## config.mk

```make
export PLATFORM = sky130hd
export DESIGN_NAME = joystick_player_ctrl_flat
export DESIGN_NICKNAME = d
export VERILOG_FILES = /design/src/rtl/joystick_player_ctrl_if.sv /design/src/rtl/joystick_player_ctrl.sv /design/src/flat_wrapper.sv
export SDC_FILE = /design/constraint.sdc
export NUM_CORES = 1
export LEC_CHECK = 0
export ABC_AREA = 1
export CORE_MARGIN = 1
export CORE_UTILIZATION = 50
export DETAILED_ROUTE_END_ITERATION = 16
export PLACE_DENSITY_LB_ADDON = 0.25
export SLEW_MARGIN = 0
export SYNTH_ARGS = -nofsm -noshare
export SYNTH_HDL_FRONTEND = slang
export SYNTH_SLANG_ARGS = --single-unit
```

## constraint.sdc

```tcl
create_clock -name clk -period 2.3 [get_ports clk]
set_input_delay 0.345 -clock clk [delete_from_list [all_inputs] [get_ports clk]]
set_output_delay 0.345 -clock clk [all_outputs]
set_load 0.01 [all_outputs]
```

## src/rtl/joystick_player_ctrl_if.sv

```systemverilog
// Shot request handshake between the player controller and the bullet manager.
interface joystick_player_ctrl_if #(
  parameter int unsigned X_W = 10,
  parameter int unsigned Y_W = 9
);
  logic           shoot_valid;
  logic           shoot_ready;
  logic [X_W-1:0] shoot_x;
  logic [Y_W-1:0] shoot_y;

  modport master (output shoot_valid, output shoot_x, output shoot_y, input shoot_ready);
  modport slave  (input shoot_valid, input shoot_x, input shoot_y, output shoot_ready);
endinterface

```

## src/rtl/joystick_player_ctrl.sv

```systemverilog
// Player sprite controller: auto-repeat movement with edge clamping, and a
// shot request FSM (IDLE/REQ/COOL) with post-shot cooldown.
module joystick_player_ctrl #(
  parameter int unsigned X_W          = 10,
  parameter int unsigned Y_W          = 9,
  parameter int unsigned X_MIN        = 0,
  parameter int unsigned X_MAX        = 639,
  parameter int unsigned Y_MIN        = 0,
  parameter int unsigned Y_MAX        = 479,
  parameter int unsigned X_INIT       = 320,
  parameter int unsigned Y_INIT       = 400,
  parameter int unsigned STEP         = 4,
  parameter int unsigned REPEAT_CYC   = 250000,
  parameter int unsigned COOLDOWN_CYC = 5000000
) (
  input  logic                    clk,
  input  logic                    rst_n,
  input  logic                    i_up,
  input  logic                    i_down,
  input  logic                    i_left,
  input  logic                    i_right,
  input  logic                    i_fire,
  input  logic                    i_game_run,
  input  logic                    i_respawn,
  output logic [X_W-1:0]          o_x,
  output logic [Y_W-1:0]          o_y,
  output logic                    o_moving,
  output logic                    o_cooldown,
  joystick_player_ctrl_if.master  shoot
);

  localparam int unsigned XE_W = X_W + 1;
  localparam int unsigned YE_W = Y_W + 1;
  localparam int unsigned RC_W = $clog2(REPEAT_CYC);
  localparam int unsigned CC_W = $clog2(COOLDOWN_CYC + 1);

  typedef enum logic [1:0] {ST_IDLE, ST_REQ, ST_COOL} shot_state_e;

  shot_state_e     shot_state;
  logic [RC_W-1:0] rep_cnt;
  logic [CC_W-1:0] cool_cnt;

  logic            right_c, left_c, down_c, up_c, active_c, move_c;
  logic [XE_W-1:0] x_ext_c, x_inc_c, x_dec_c;
  logic [YE_W-1:0] y_ext_c, y_inc_c, y_dec_c;
  logic [X_W-1:0]  x_next_c;
  logic [Y_W-1:0]  y_next_c;

  // Opposing directions cancel; clamped next position computed one bit wider.
  always_comb begin
    right_c  = i_right & ~i_left;
    left_c   = i_left & ~i_right;
    down_c   = i_down & ~i_up;
    up_c     = i_up & ~i_down;
    active_c = i_game_run & (right_c | left_c | down_c | up_c);
    // Counter sits at zero whenever the previous cycle was idle, giving the immediate first step.
    move_c   = active_c & (rep_cnt == '0);

    x_ext_c  = {1'b0, o_x};
    x_inc_c  = x_ext_c + XE_W'(STEP);
    x_dec_c  = x_ext_c - XE_W'(STEP);
    x_next_c = o_x;
    if (right_c) begin
      x_next_c = (x_inc_c > XE_W'(X_MAX)) ? X_W'(X_MAX) : x_inc_c[X_W-1:0];
    end else if (left_c) begin
      x_next_c = (x_ext_c < XE_W'(X_MIN + STEP)) ? X_W'(X_MIN) : x_dec_c[X_W-1:0];
    end

    y_ext_c  = {1'b0, o_y};
    y_inc_c  = y_ext_c + YE_W'(STEP);
    y_dec_c  = y_ext_c - YE_W'(STEP);
    y_next_c = o_y;
    if (down_c) begin
      y_next_c = (y_inc_c > YE_W'(Y_MAX)) ? Y_W'(Y_MAX) : y_inc_c[Y_W-1:0];
    end else if (up_c) begin
      y_next_c = (y_ext_c < YE_W'(Y_MIN + STEP)) ? Y_W'(Y_MIN) : y_dec_c[Y_W-1:0];
    end
  end

  // Position and auto-repeat counter; respawn wins over a move.
  always_ff @(posedge clk or negedge rst_n) begin
    if (!rst_n) begin
      o_x      <= X_W'(X_INIT);
      o_y      <= Y_W'(Y_INIT);
      rep_cnt  <= '0;
      o_moving <= 1'b0;
    end else begin
      o_moving <= active_c;
      if (i_respawn) begin
        o_x     <= X_W'(X_INIT);
        o_y     <= Y_W'(Y_INIT);
        rep_cnt <= '0;
      end else if (!active_c) begin
        rep_cnt <= '0;
      end else if (move_c) begin
        o_x     <= x_next_c;
        o_y     <= y_next_c;
        rep_cnt <= RC_W'(REPEAT_CYC - 1);
      end else begin
        rep_cnt <= rep_cnt - RC_W'(1);
      end
    end
  end

  // Shot FSM; fire pulses outside IDLE are dropped, game stop aborts to IDLE.
  always_ff @(posedge clk or negedge rst_n) begin
    if (!rst_n) begin
      shot_state        <= ST_IDLE;
      shoot.shoot_valid <= 1'b0;
      shoot.shoot_x     <= '0;
      shoot.shoot_y     <= '0;
      o_cooldown        <= 1'b0;
      cool_cnt          <= '0;
    end else begin
      case (shot_state)
        ST_IDLE: begin
          if (i_fire && i_game_run) begin
            shot_state        <= ST_REQ;
            shoot.shoot_valid <= 1'b1;
            shoot.shoot_x     <= o_x;
            shoot.shoot_y     <= o_y;
          end
        end
        ST_REQ: begin
          if (!i_game_run) begin
            shot_state        <= ST_IDLE;
            shoot.shoot_valid <= 1'b0;
          end else if (shoot.shoot_ready) begin
            shot_state        <= ST_COOL;
            shoot.shoot_valid <= 1'b0;
            o_cooldown        <= 1'b1;
            cool_cnt          <= CC_W'(COOLDOWN_CYC - 1);
          end
        end
        ST_COOL: begin
          if (!i_game_run || (cool_cnt == '0)) begin
            shot_state <= ST_IDLE;
            o_cooldown <= 1'b0;
            cool_cnt   <= '0;
          end else begin
            cool_cnt <= cool_cnt - CC_W'(1);
          end
        end
        default: begin
          shot_state        <= ST_IDLE;
          shoot.shoot_valid <= 1'b0;
          o_cooldown        <= 1'b0;
          cool_cnt          <= '0;
        end
      endcase
    end
  end

endmodule

```

## src/flat_wrapper.sv

```systemverilog
// flat-port wrapper written by rule: the top's interface ports become plain ports
module joystick_player_ctrl_flat 
#(
  parameter int unsigned X_W          = 10,
  parameter int unsigned Y_W          = 9,
  parameter int unsigned X_MIN        = 0,
  parameter int unsigned X_MAX        = 639,
  parameter int unsigned Y_MIN        = 0,
  parameter int unsigned Y_MAX        = 479,
  parameter int unsigned X_INIT       = 320,
  parameter int unsigned Y_INIT       = 400,
  parameter int unsigned STEP         = 4,
  parameter int unsigned REPEAT_CYC   = 250000,
  parameter int unsigned COOLDOWN_CYC = 5000000
)
  (clk, rst_n, i_up, i_down, i_left, i_right, i_fire, i_game_run, i_respawn, o_x, o_y, o_moving, o_cooldown, shoot_shoot_valid, shoot_shoot_x, shoot_shoot_y, shoot_shoot_ready);
  joystick_player_ctrl_if #(.X_W(X_W), .Y_W(Y_W)) shoot_i ();
  input  logic clk;
  input  logic rst_n;
  input  logic i_up;
  input  logic i_down;
  input  logic i_left;
  input  logic i_right;
  input  logic i_fire;
  input  logic i_game_run;
  input  logic i_respawn;
  output logic [X_W-1:0] o_x;
  output logic [Y_W-1:0] o_y;
  output logic o_moving;
  output logic o_cooldown;
  output wire logic [$bits(shoot_i.shoot_valid)-1:0] shoot_shoot_valid;
  output wire logic [$bits(shoot_i.shoot_x)-1:0] shoot_shoot_x;
  output wire logic [$bits(shoot_i.shoot_y)-1:0] shoot_shoot_y;
  input wire logic [$bits(shoot_i.shoot_ready)-1:0] shoot_shoot_ready;
  assign shoot_shoot_valid = shoot_i.shoot_valid;
  assign shoot_shoot_x = shoot_i.shoot_x;
  assign shoot_shoot_y = shoot_i.shoot_y;
  assign shoot_i.shoot_ready = shoot_shoot_ready;
  joystick_player_ctrl #(.X_W(X_W), .Y_W(Y_W), .X_MIN(X_MIN), .X_MAX(X_MAX), .Y_MIN(Y_MIN), .Y_MAX(Y_MAX), .X_INIT(X_INIT), .Y_INIT(Y_INIT), .STEP(STEP), .REPEAT_CYC(REPEAT_CYC), .COOLDOWN_CYC(COOLDOWN_CYC)) u_core (.clk(clk), .rst_n(rst_n), .i_up(i_up), .i_down(i_down), .i_left(i_left), .i_right(i_right), .i_fire(i_fire), .i_game_run(i_game_run), .i_respawn(i_respawn), .o_x(o_x), .o_y(o_y), .o_moving(o_moving), .o_cooldown(o_cooldown), .shoot(shoot_i));
endmodule
```

; ---- After elaboration in Yosys (flattened, before gate mapping)
; Index checks and enable logic that the tools add are counted.
[totals]
regBits = 84
in_bits = 10
out_inout_bits = 41
wordCells = 93
[classes]
n_addsub = 6
n_lt_le_gt_ge = 4
eq_ne = 7
muxes = 34
bitwise_logic = 15
reduce_logical = 17
[op_table]
columns = operator, n
row1 = $mux 10, 7
row2 = $mux 23, 3
row3 = $pmux 23 s3, 1
row4 = $mux 9, 7
row5 = $mux 18, 3
row6 = $logic_not 23->1, 1
row7 = $sub 23x1->23 const B, 1
row8 = $logic_not 18->1, 1
row9 = $sub 18x1->18 const B, 1
row10 = $reduce_and 3->1, 5
row11 = $add 10x3->11 const B, 1
row12 = $gt 11x10->1 const B, 1
row13 = $add 9x3->10 const B, 1
row14 = $gt 10x9->1 const B, 1
row15 = $lt 10x3->1 const B, 1
row16 = $sub 10x3->10 const B, 1
row17 = $lt 9x3->1 const B, 1
row18 = $sub 9x3->9 const B, 1
row19 = $mux 2, 4
row20 = $and 1x1->1, 6
row21 = $mux 1, 6
row22 = $not 1->1, 6
row23 = $pmux 1 s3, 2
row24 = $pmux 2 s3, 1
row25 = other kinds (14), 20

; ---- Longest topological paths before layout
; Gate-level depths: netlist of the first run.
[logic_depth]
ltp_word = 10
depth_mapped = 15
ltp_nobuf = 15

; ---- Worst setup path before layout of the first run
; Ideal clock, no wire load.
[synth_path]
kind = reg2reg
start = register u_core.o_x[2]
end = register u_core.o_x[0]
setup_time_ps = 118
t_arrival_ps = 1638
t_required_ps = 2182
path_slack_ps = 544
path_stages_with_launch = 16
synth_period_minus_slack_ps = 1756
path_cell_list = dfrtp_1 > inv_1 > ha_1 > inv_1 > nor2_1 > nand2_1 > nor2_1 > nand3_1 > nand3_1 > nand2_1 > nand2_2 > nand2_1 > nand2_1 > nand2_1 > nand2_1 > nand2_1
[synth_via]
elab_chain_cells = 7
elab_cells_between_ends = 10
cone_classes = 1 x add/sub / 2 x order compare / 7 x mux
[synth_lines]
columns = element, line
row1 = "start, declared", joystick_player_ctrl.sv:25  ; output logic [X_W-1:0] o_x,
row2 = "start signal, assigned", joystick_player_ctrl.sv:83  ; o_x <= X_W'(X_INIT);
row3 = "start signal, assigned", joystick_player_ctrl.sv:90  ; o_x <= X_W'(X_INIT);
row4 = "start signal, assigned", joystick_player_ctrl.sv:96  ; o_x <= x_next_c;
row5 = $add 10x3->11 or $lt 10x3->1 (tied branches), "joystick_player_ctrl.sv:60, joystick_player_ctrl.sv:66"
row6 = $gt 11x10->1 or $mux 10 (tied branches), "joystick_player_ctrl.sv:64, joystick_player_ctrl.sv:66"
row7 = $mux 10 (on tied branches), "joystick_player_ctrl.sv:64, joystick_player_ctrl.sv:65"
row8 = $mux 10 (*), joystick_player_ctrl.sv:63  ; if (right_c) begin
row9 = $mux 10 (*), joystick_player_ctrl.sv:95  ; end else if (move_c) begin
row10 = $mux 10 (*), joystick_player_ctrl.sv:93  ; end else if (!active_c) begin
row11 = $mux 10 (*), joystick_player_ctrl.sv:89  ; if (i_respawn) begin
; Every way passes the cells marked *; elsewhere a longest branch is shown, timed or not. The select of a mux whose other input is x is not followed.
; A chain may end at the register's enable or synchronous reset.

; ---- Worst setup path in the final report of the first run
[layout_path]
start = register u_core.rep_cnt[0]
end = register u_core.o_y[5]
[layout_via]
elab_chain_cells = 4
[layout_lines]
columns = element, line
row1 = "start, declared", joystick_player_ctrl.sv:40  ; logic [RC_W-1:0] rep_cnt;
row2 = "start signal, assigned", joystick_player_ctrl.sv:98  ; rep_cnt <= RC_W'(REPEAT_CYC - 1);
row3 = "start signal, assigned", joystick_player_ctrl.sv:100  ; rep_cnt <= rep_cnt - RC_W'(1);
row4 = $logic_not 18->1, joystick_player_ctrl.sv:57  ; move_c = active_c & (rep_cnt == '0);
row5 = $and 1x1->1, joystick_player_ctrl.sv:57
row6 = $reduce_bool 2->1 (no source line), --
row7 = $reduce_and 3->1 (no source line), --
row8 = "end signal, assigned", joystick_player_ctrl.sv:84  ; o_y <= Y_W'(Y_INIT);
row9 = "end signal, assigned", joystick_player_ctrl.sv:91  ; o_y <= Y_W'(Y_INIT);
row10 = "end signal, assigned", joystick_player_ctrl.sv:97  ; o_y <= y_next_c;
row11 = "end, declared", joystick_player_ctrl.sv:26  ; output logic [Y_W-1:0] o_y,
; No other way between the ends.

==> impl_summary.txt, run 1 <==
----------------------------------------------------
[Pwr]
  Net Sw Frac ... 41.7%
  Leakage Power ... between 0.002 and 0.003 uW
  Cell internal power dissipation ... roughly 3400 uW
  Share of total power in the clock network ... 20.1%
  IR Drop Worst-Case VDD ... about 480 uV
  Switching power total ... 2430 uW
  Combinational fraction of design power ... between 40% and 50%
  Power density cells ... 1020 nW/um^2
  Share of total power in sequential cells ... 35.0%

[STA]
  Clk_skew ... 0.0146 ns
  Tmin final ... slightly above 2 ns
  Minimum setup slack in the final design ... ~0.29 ns
  Headroom to the max-slew limit ... 66.8%
  Final setup violation count ... 0
  Setup repair after global routing missed its margin ... false
  Final cycle utilization of the critical path ... 87.4%
  Final hold violation count ... 0
  Timing-limited maximum frequency ... 497 MHz
  Final max-slew violation count ... 0
  Worst Max-Slew Pin Slew ... between 0.4 and 0.5 ns
  Summed negative setup slack over all endpoints ... 0 ns

[Drt]
  Sum of routed wire length over all layers ... roughly 11000 um
  Total length of routed met3 wires ... around 560 um
  Routed Antenna Nets ... 0
  Average detailed-routed wire length per instance ... between 10 and 15 um
  Post-Route M1 WL ... approximately 5200 um
  Drt via density ... ~5.2
  Count of TritonRoute iterations in the first routing pass ... 5
  Residual DRC ... 0
  DR WL met2 ... about 5200 um
  First DRT Iteration DRCs ... 200
  Via Count ... 4337
  Uppermost routed layer ... met4

[Place]
  Post-detail-place hpwl ... 8340 um
  Worst-case setup slack after placement ... between 0.08 and 0.09 ns
  Placer's final routability congestion estimate ... about 0.89
  Number of buffers inserted by port buffering ... 50

[Job]
  Maximum capacitance violations ... 0

[Clocking]
  Count of H-tree levels built during CTS ... 3
  Clock slew at the register clock pins of the worst setup and hold paths ... around 0.080 ns
  TritonCTS Buffers ... 9
  Clock net sink count ... 80
  Clock latency at the later pin of the worst-skew pair ... 0.35 ns
  Maximum buffer depth of the clock tree ... 2
  Post-CTS Setup Bufs ... 0
  Clock tree root driver cell ... clkbuf_8
  TritonCTS clock tree ... done

[GRT]
  Number of global-route vias before repair ... 4175
  Gr usage total ... about a quarter
  Wire length of the first global-routing pass ... just under 20000 um
  Maximum number of pins on one net before global-route repair ... 44
  Congestion Overflow GR ... 0
  Number of antenna violations at the first check in global routing ... 0

[Logic synthesis]
  Synthesized cell area ... a little under 5000 um^2
  Post-synthesis cell count ... 640
  Post-synthesis net count ... roughly 660
  Mean area per synthesized cell ... 7.51 um^2
  Register bit count reported by yosys ... 80
  Sequential area share after synthesis ... between 40% and 50%
  Number of warnings printed during yosys synthesis ... 0
  Number of enable-type register cells in the synthesized netlist ... 0
  Main flop type after synthesis ... dfrtp_1
  Async set-reset flop share out of synthesis ... 100%
  Number of library cell types mapped by synthesis ... 39

[Status]
  Result of the run ... completed

[Cells and area]
  Number of diodes ... 0
  Share of post-route cells with drive strength above 1 ... under 10%
  Net count, final ... around 720
  Final-layout fill cell count ... between 800 and 900
  Area delta synth->final ... 18.9%

[Setup path]
  Critical path capture point type ... flop
  Crit Path Category ... flop to flop
  Arrival time at the worst endpoint ... 2.28 ns
  Required time at the endpoint of the critical path ... between 2 and 3 ns
  Kind of start point of the critical path ... flop
  CP max FO ... 6

[Floorplanning]
  DIE HEIGHT ... 100 um
  Core area ... slightly above 9000 um^2
  Horiz. Die Dim ... between 100 and 150 um
  Initial cell density of the core ... between 50 and 60%
  Area of the die ... ~10000 um^2
  # IOs ... 51
  Number of placement rows ... 35

[Min path]
  Path class of the lowest-slack min-delay path ... flop to flop

----------------------------------------------------
==> layer usage <==
metal | GRT usage (%) | up-vias
li1 | - | 2185
met1 | 31.9 | 2007
met2 | 39.6 | 126
met3 | 4.81 | 19
met4 | 7.58 | 0
met5 | 0 | -
==> power by group through the flow <==
stage	registers [uW]	logic (uW)	clock network, uW
3_3_place_gp	2050	2550	0
3_5_place_dp	2060	2590	0
5_1_grt	2090	3000	1270
6_report	2040	2620	1170
4_1_cts	2040	2620	1200
2_1_floorplan	2040	1860	0
==> critical path, cell delays in order (launching register included) <==
cell,delay [ns]
dfrtp_1,0.42
inv_1,0.19
ha_1,0.21
nand3_1,0.08
nor3b_1,0.20
nand2_1,0.13
nor2_4,0.20
nand3_2,0.15
nor2_2,0.19
nand3b_1,0.09
o21ai_0,0.07
==> flip-flops by register name, indices dropped and copies added, names as in the netlist <==
name                      count
u_core.cool_cnt              23
u_core.shoot.shoot_y          8
u_core.shoot.shoot_x          9
u_core.o_x                    9
u_core.shoot.shoot_valid      1
u_core.rep_cnt               18
u_core.o_moving               1
u_core.shot_state             2
u_core.o_y                    8
u_core.o_cooldown             1
==> final timing paths <==
check                                   startpoint                 endpoint  slack [ns]  depth (start not counted)
max in group asynchronous                    rst_n            u_core.o_y[4]        1.13                          3
max                              u_core.rep_cnt[0]            u_core.o_y[5]        0.29                         10
min                        u_core.shoot.shoot_y[5]  u_core.shoot.shoot_y[5]        0.49                          2
min reg2reg                u_core.shoot.shoot_y[5]  u_core.shoot.shoot_y[5]        0.49                          2
max reg2reg                      u_core.rep_cnt[0]            u_core.o_y[5]        0.29                         10
min in group asynchronous                    rst_n  u_core.shoot.shoot_y[6]        0.51                          2
==> Yosys cell counts (3+ instances only) <==
cell type	number	share of area (%)
buf_4	7	1.1
nor2_1	87	6.8
nand2_2	9	1.2
ha_1	14	3.6
nand2_1	139	11
inv_2	6	0.47
nor2_2	3	0.39
nand3_1	43	4.5
nand3b_1	4	0.62
a21oi_1	34	3.5
o21ai_0	46	4.8
a31oi_1	5	0.65
dfstp_2	5	2.7
nor3_1	16	1.7
xor2_1	28	5.1
inv_1	70	5.5
nand4_1	14	1.8
xnor2_1	3	0.55
dfrtp_1	75	39
clkbuf_1	4	0.31
==> area by class of cell <==
cell class	instances	area (um^2)	share of cell area (%)
Clock buffer	10	138	2.41
Multi-Input combinational cell	470	2430	42.6
Timing Repair Buffer	61	596	10.4
Inverter	77	289	5.06
Clock inverter	6	90.1	1.58
Tap cell	129	161	2.83
Sequential cell	80	2010	35.2
==> per-stage QoR <==
step	total power, uW	hold slack, ns	area [um^2]	std cells	utilization, %
after floorplan	3900	0.0494	4810	640	-
after global placement	4600	0.345	5480	816	59.0
after detailed placement	4650	0.353	5480	816	59.0
after CTS	5850	0.492	5710	833	61.5
after global routing	6360	0.516	5710	833	61.5
final	5840	0.488	5710	833	61.5
==> layout by cell type, fill, tap and decap left out, types with 3 or more instances in the layout <==
cell type and n:
dfstp_2 5, nand2_1 139, clkbuf_8 10, a21oi_1 34
nor2_2 3, inv_2 6, nand2_2 9, buf_4 10
xor2_1 28, o21ai_0 46, xnor2_1 3, clkdlybuf4s50_1 49
inv_1 70, ha_1 14, nand3_1 43, nand4_1 14
nor3_1 16, nor2_1 87, a31oi_1 5, nand3b_1 4
dfrtp_1 75
==> logic make-up after synthesis <==
group,synth area share (%)
and+or+nand+nor,30.6
buffers and inverters,7.63
DFF,41.8
xor gates and xnor gates,5.65
AOI/OAI and AO/OA,10.4
muxes,0.234
adders and majority gates,3.64
==> repair_timing <==
item	in CTS	in global routing
endpoints found under the hold margin	35	0
resized for setup	0	0
hold buffers	1	0
Power figures use the tool's default switching activity.
==> inputs of run 2 (changes only) <==
==> constraint.sdc (replaced) <==
create_clock -name clk -period 1.75 [get_ports clk]
set_input_delay 0.2625 -clock clk [delete_from_list [all_inputs] [get_ports clk]]
set_output_delay 0.2625 -clock clk [all_outputs]
set_load 0.01 [all_outputs]
==> run 2 against run 1 <==
Compared with the run above:
- the run now ends with setup timing left
- clock power up 19%
- non-clock buffer count up 106
- largest power group unchanged
- combinational power up 100%
- clock skew down 0.0060 ns
==> impl_summary.txt, run 2 (same netlist as run 1, synthesis figures left out) <==
----------------------------------------------------
[Status]
  Result of the run ... complete, but fails checks
  Violated checks ... setup timing

[Pwr]
  Leakage Power ... around 0.0034 uW
  Power density cells ... roughly 1300 nW/um^2
  IR Drop Worst-Case VDD ... approximately 710 uV

[GRT]
  Number of antenna violations at the first check in global routing ... 0
  Wire length of the first global-routing pass ... 20900 um
  GR Layer Usage met2 ... between 40 and 50%
  Highest-utilization routing layer at the global route stage ... met2
  Maximum number of pins on one net before global-route repair ... 41
  Gr usage total ... 26.3%
  Number of global-route vias before repair ... around 4.6k
  GR Util met1 ... between 30% and 40%
  Global-route track usage on met3 ... 5.15%
  Congestion Overflow GR ... 0

[Setup path]
  Critical path capture point type ... flop
  CP max FO ... 5
  Worst R2R Path Depth ... 9
  Arrival time at the worst endpoint ... about 2.1 ns
  Required time at the endpoint of the critical path ... 2.04 ns
  Crit Path Category ... flop to flop
  Kind of start point of the critical path ... flop

[Cells and area]
  Share of post-route cells with drive strength above 1 ... 31.5%
  Area delta synth->final ... 43.7%
  Most common cell after layout, fill and taps aside ... nand2_1
  Number of standard cells in the final layout excluding fillers ... around 940
  Number of diodes ... 0
  Top library cells by usage in the layout, fill and taps aside ... 128 x nand2_1, 106 x buf_4, 72 x dfrtp_1, 69 x nor2_1, 50 x inv_1
  Post-route standard cell area excluding fillers ... between 6000 and 7000 um^2
  Max FFs per register ... 23
  Fin util ... between 70% and 80%
  Net count, final ... a little over 800
  Most flop-heavy register ... u_core.cool_cnt
  Largest registers ... u_core.cool_cnt: 23 flops, u_core.rep_cnt: 18 flops

[Place]
  Placer's final routability congestion estimate ... around 0.9
  Number of buffers inserted by port buffering ... 50
  Area after DPL ... 6020 um^2
  Worst-case setup slack after placement ... -0.440 ns
  Post-detail-place hpwl ... 9150 um
  Inst Count DP ... roughly 890

[Floorplanning]
  Initial cell density of the core ... about half
  Number of placement rows ... 35
  Area of the die ... ~10000 um^2
  # IOs ... 51
  Core area ... just over 9000 um^2
  Horiz. Die Dim ... roughly 100 um
  DIE HEIGHT ... about 100 um

[Clocking]
  Count of H-tree levels built during CTS ... 3
  TritonCTS Buffers ... 9
  Clock slew at the register clock pins of the worst setup and hold paths ... ~0.09 ns
  TritonCTS clock tree ... done
  Clock latency at the later pin of the worst-skew pair ... 0.36 ns
  Clock tree root driver cell ... clkbuf_8
  Maximum buffer depth of the clock tree ... 2
  Clock net sink count ... 80

[STA]
  Final cycle utilization of the critical path ... 104%
  Clk_skew ... 0.00858 ns
  Setup repair after global routing missed its margin ... true
  Timing-limited maximum frequency ... 550 MHz
  Final max-slew violation count ... 0
  Worst Max-Slew Pin Slew ... between 0.4 and 0.5 ns
  Headroom to the max-slew limit ... between 70% and 80%
  Final hold violation count ... 0
  Final setup violation count ... 15
  Tmin final ... 1.82 ns
  Minimum setup slack in the final design ... -0.0680 ns

[Drt]
  Via Count ... between 4k and 5k
  Residual DRC ... 0
  Routed Antenna Nets ... 0
  Average detailed-routed wire length per instance ... around 15 um
  Sum of routed wire length over all layers ... roughly 14000 um
  Drt via density ... approximately 5.3
  First DRT Iteration DRCs ... 270
  Count of TritonRoute iterations in the first routing pass ... 5

[Job]
  Maximum capacitance violations ... 0

[Min path]
  Path class of the lowest-slack min-delay path ... primary input to async pin

----------------------------------------------------
run 2: cell count changes in the layout (fill, tap and decap cells not counted), sizes merged:
| cell | delta |
|---|---|
| clkdlybuf4s50 | -7 |
| dlymetal6s2s | +2 |
| clkinv | +1 |
| bufinv | -1 |
| dlygate4sd2 | +5 |
| buf | +106 |
run 2: worst max-delay path: stages, from the launching register on:
cell	delay, ns
dfrtp_2	0.46
inv_2	0.11
ha_4	0.13
nand2_1	0.06
nor2_2	0.14
nand4_1	0.13
buf_4	0.17
a21oi_1	0.26
a21oi_1	0.13
a21oi_1	0.15
run 2: where the power goes:
part	internal [uW]	switching, uW
clock network	668	721
logic	2420	2830
registers	2270	402
total	5360	3960
run 2: worst paths after layout:
kind / start / endpoint / slack (ns)
max reg2reg: u_core.o_x[2] / u_core.o_x[8] / -0.07
min in group clk: u_core.shoot.shoot_x[2] / u_core.shoot.shoot_x[2] / 0.49
max in group asynchronous: rst_n / u_core.rep_cnt[16] / 0.83
min: rst_n / u_core.shoot.shoot_y[8] / 0.36
max: u_core.o_x[2] / u_core.o_x[8] / -0.07
min reg2reg: u_core.shoot.shoot_x[2] / u_core.shoot.shoot_x[2] / 0.49
run 2: repair_timing:
action | 4_1_cts | 5_1_grt
hold buffers | 1 | 0
endpoints found under the hold margin | 17 | 0
cloned | 1 | 0
setup buffers | 12 | 22
setup endpoints to repair | 46 | 55
pin swaps | 17 | 42
gates resized for setup | 43 | 99
run 2: stage by stage:
stage	total power, uW	hold WS (ns)	TNS, ns
2_1_floorplan	5130	-0.0331	0
4_1_cts	8490	0.365	-0.0248
3_5_place_dp	6860	0.171	-13.35
3_3_place_gp	6730	0.170	-10.24
5_1_grt	9910	0.391	-3.76
6_report	9320	0.358	-0.432
run 2: layout make-up:
cell class / instances / area (um^2)
Multi-Input combinational cell: 470 / 2810
Fill cell: 653 / 2380
Sequential cell: 80 / 2010
Timing Repair Buffer: 167 / 1430
Inverter: 77 / 299
Tap cell: 129 / 161
Clock buffer: 10 / 128
Clock inverter: 6 / 68.8
run 2: metal layers:
layer / part of all wire [%] / wire, um / vias up
met4: 1.4 / 190 / 0
met1: 43 / 5950 / 2341
met5: 0 / 0 / -
met3: 5.8 / 798 / 23
li1: - / - / 2402
met2: 50 / 6870 / 189
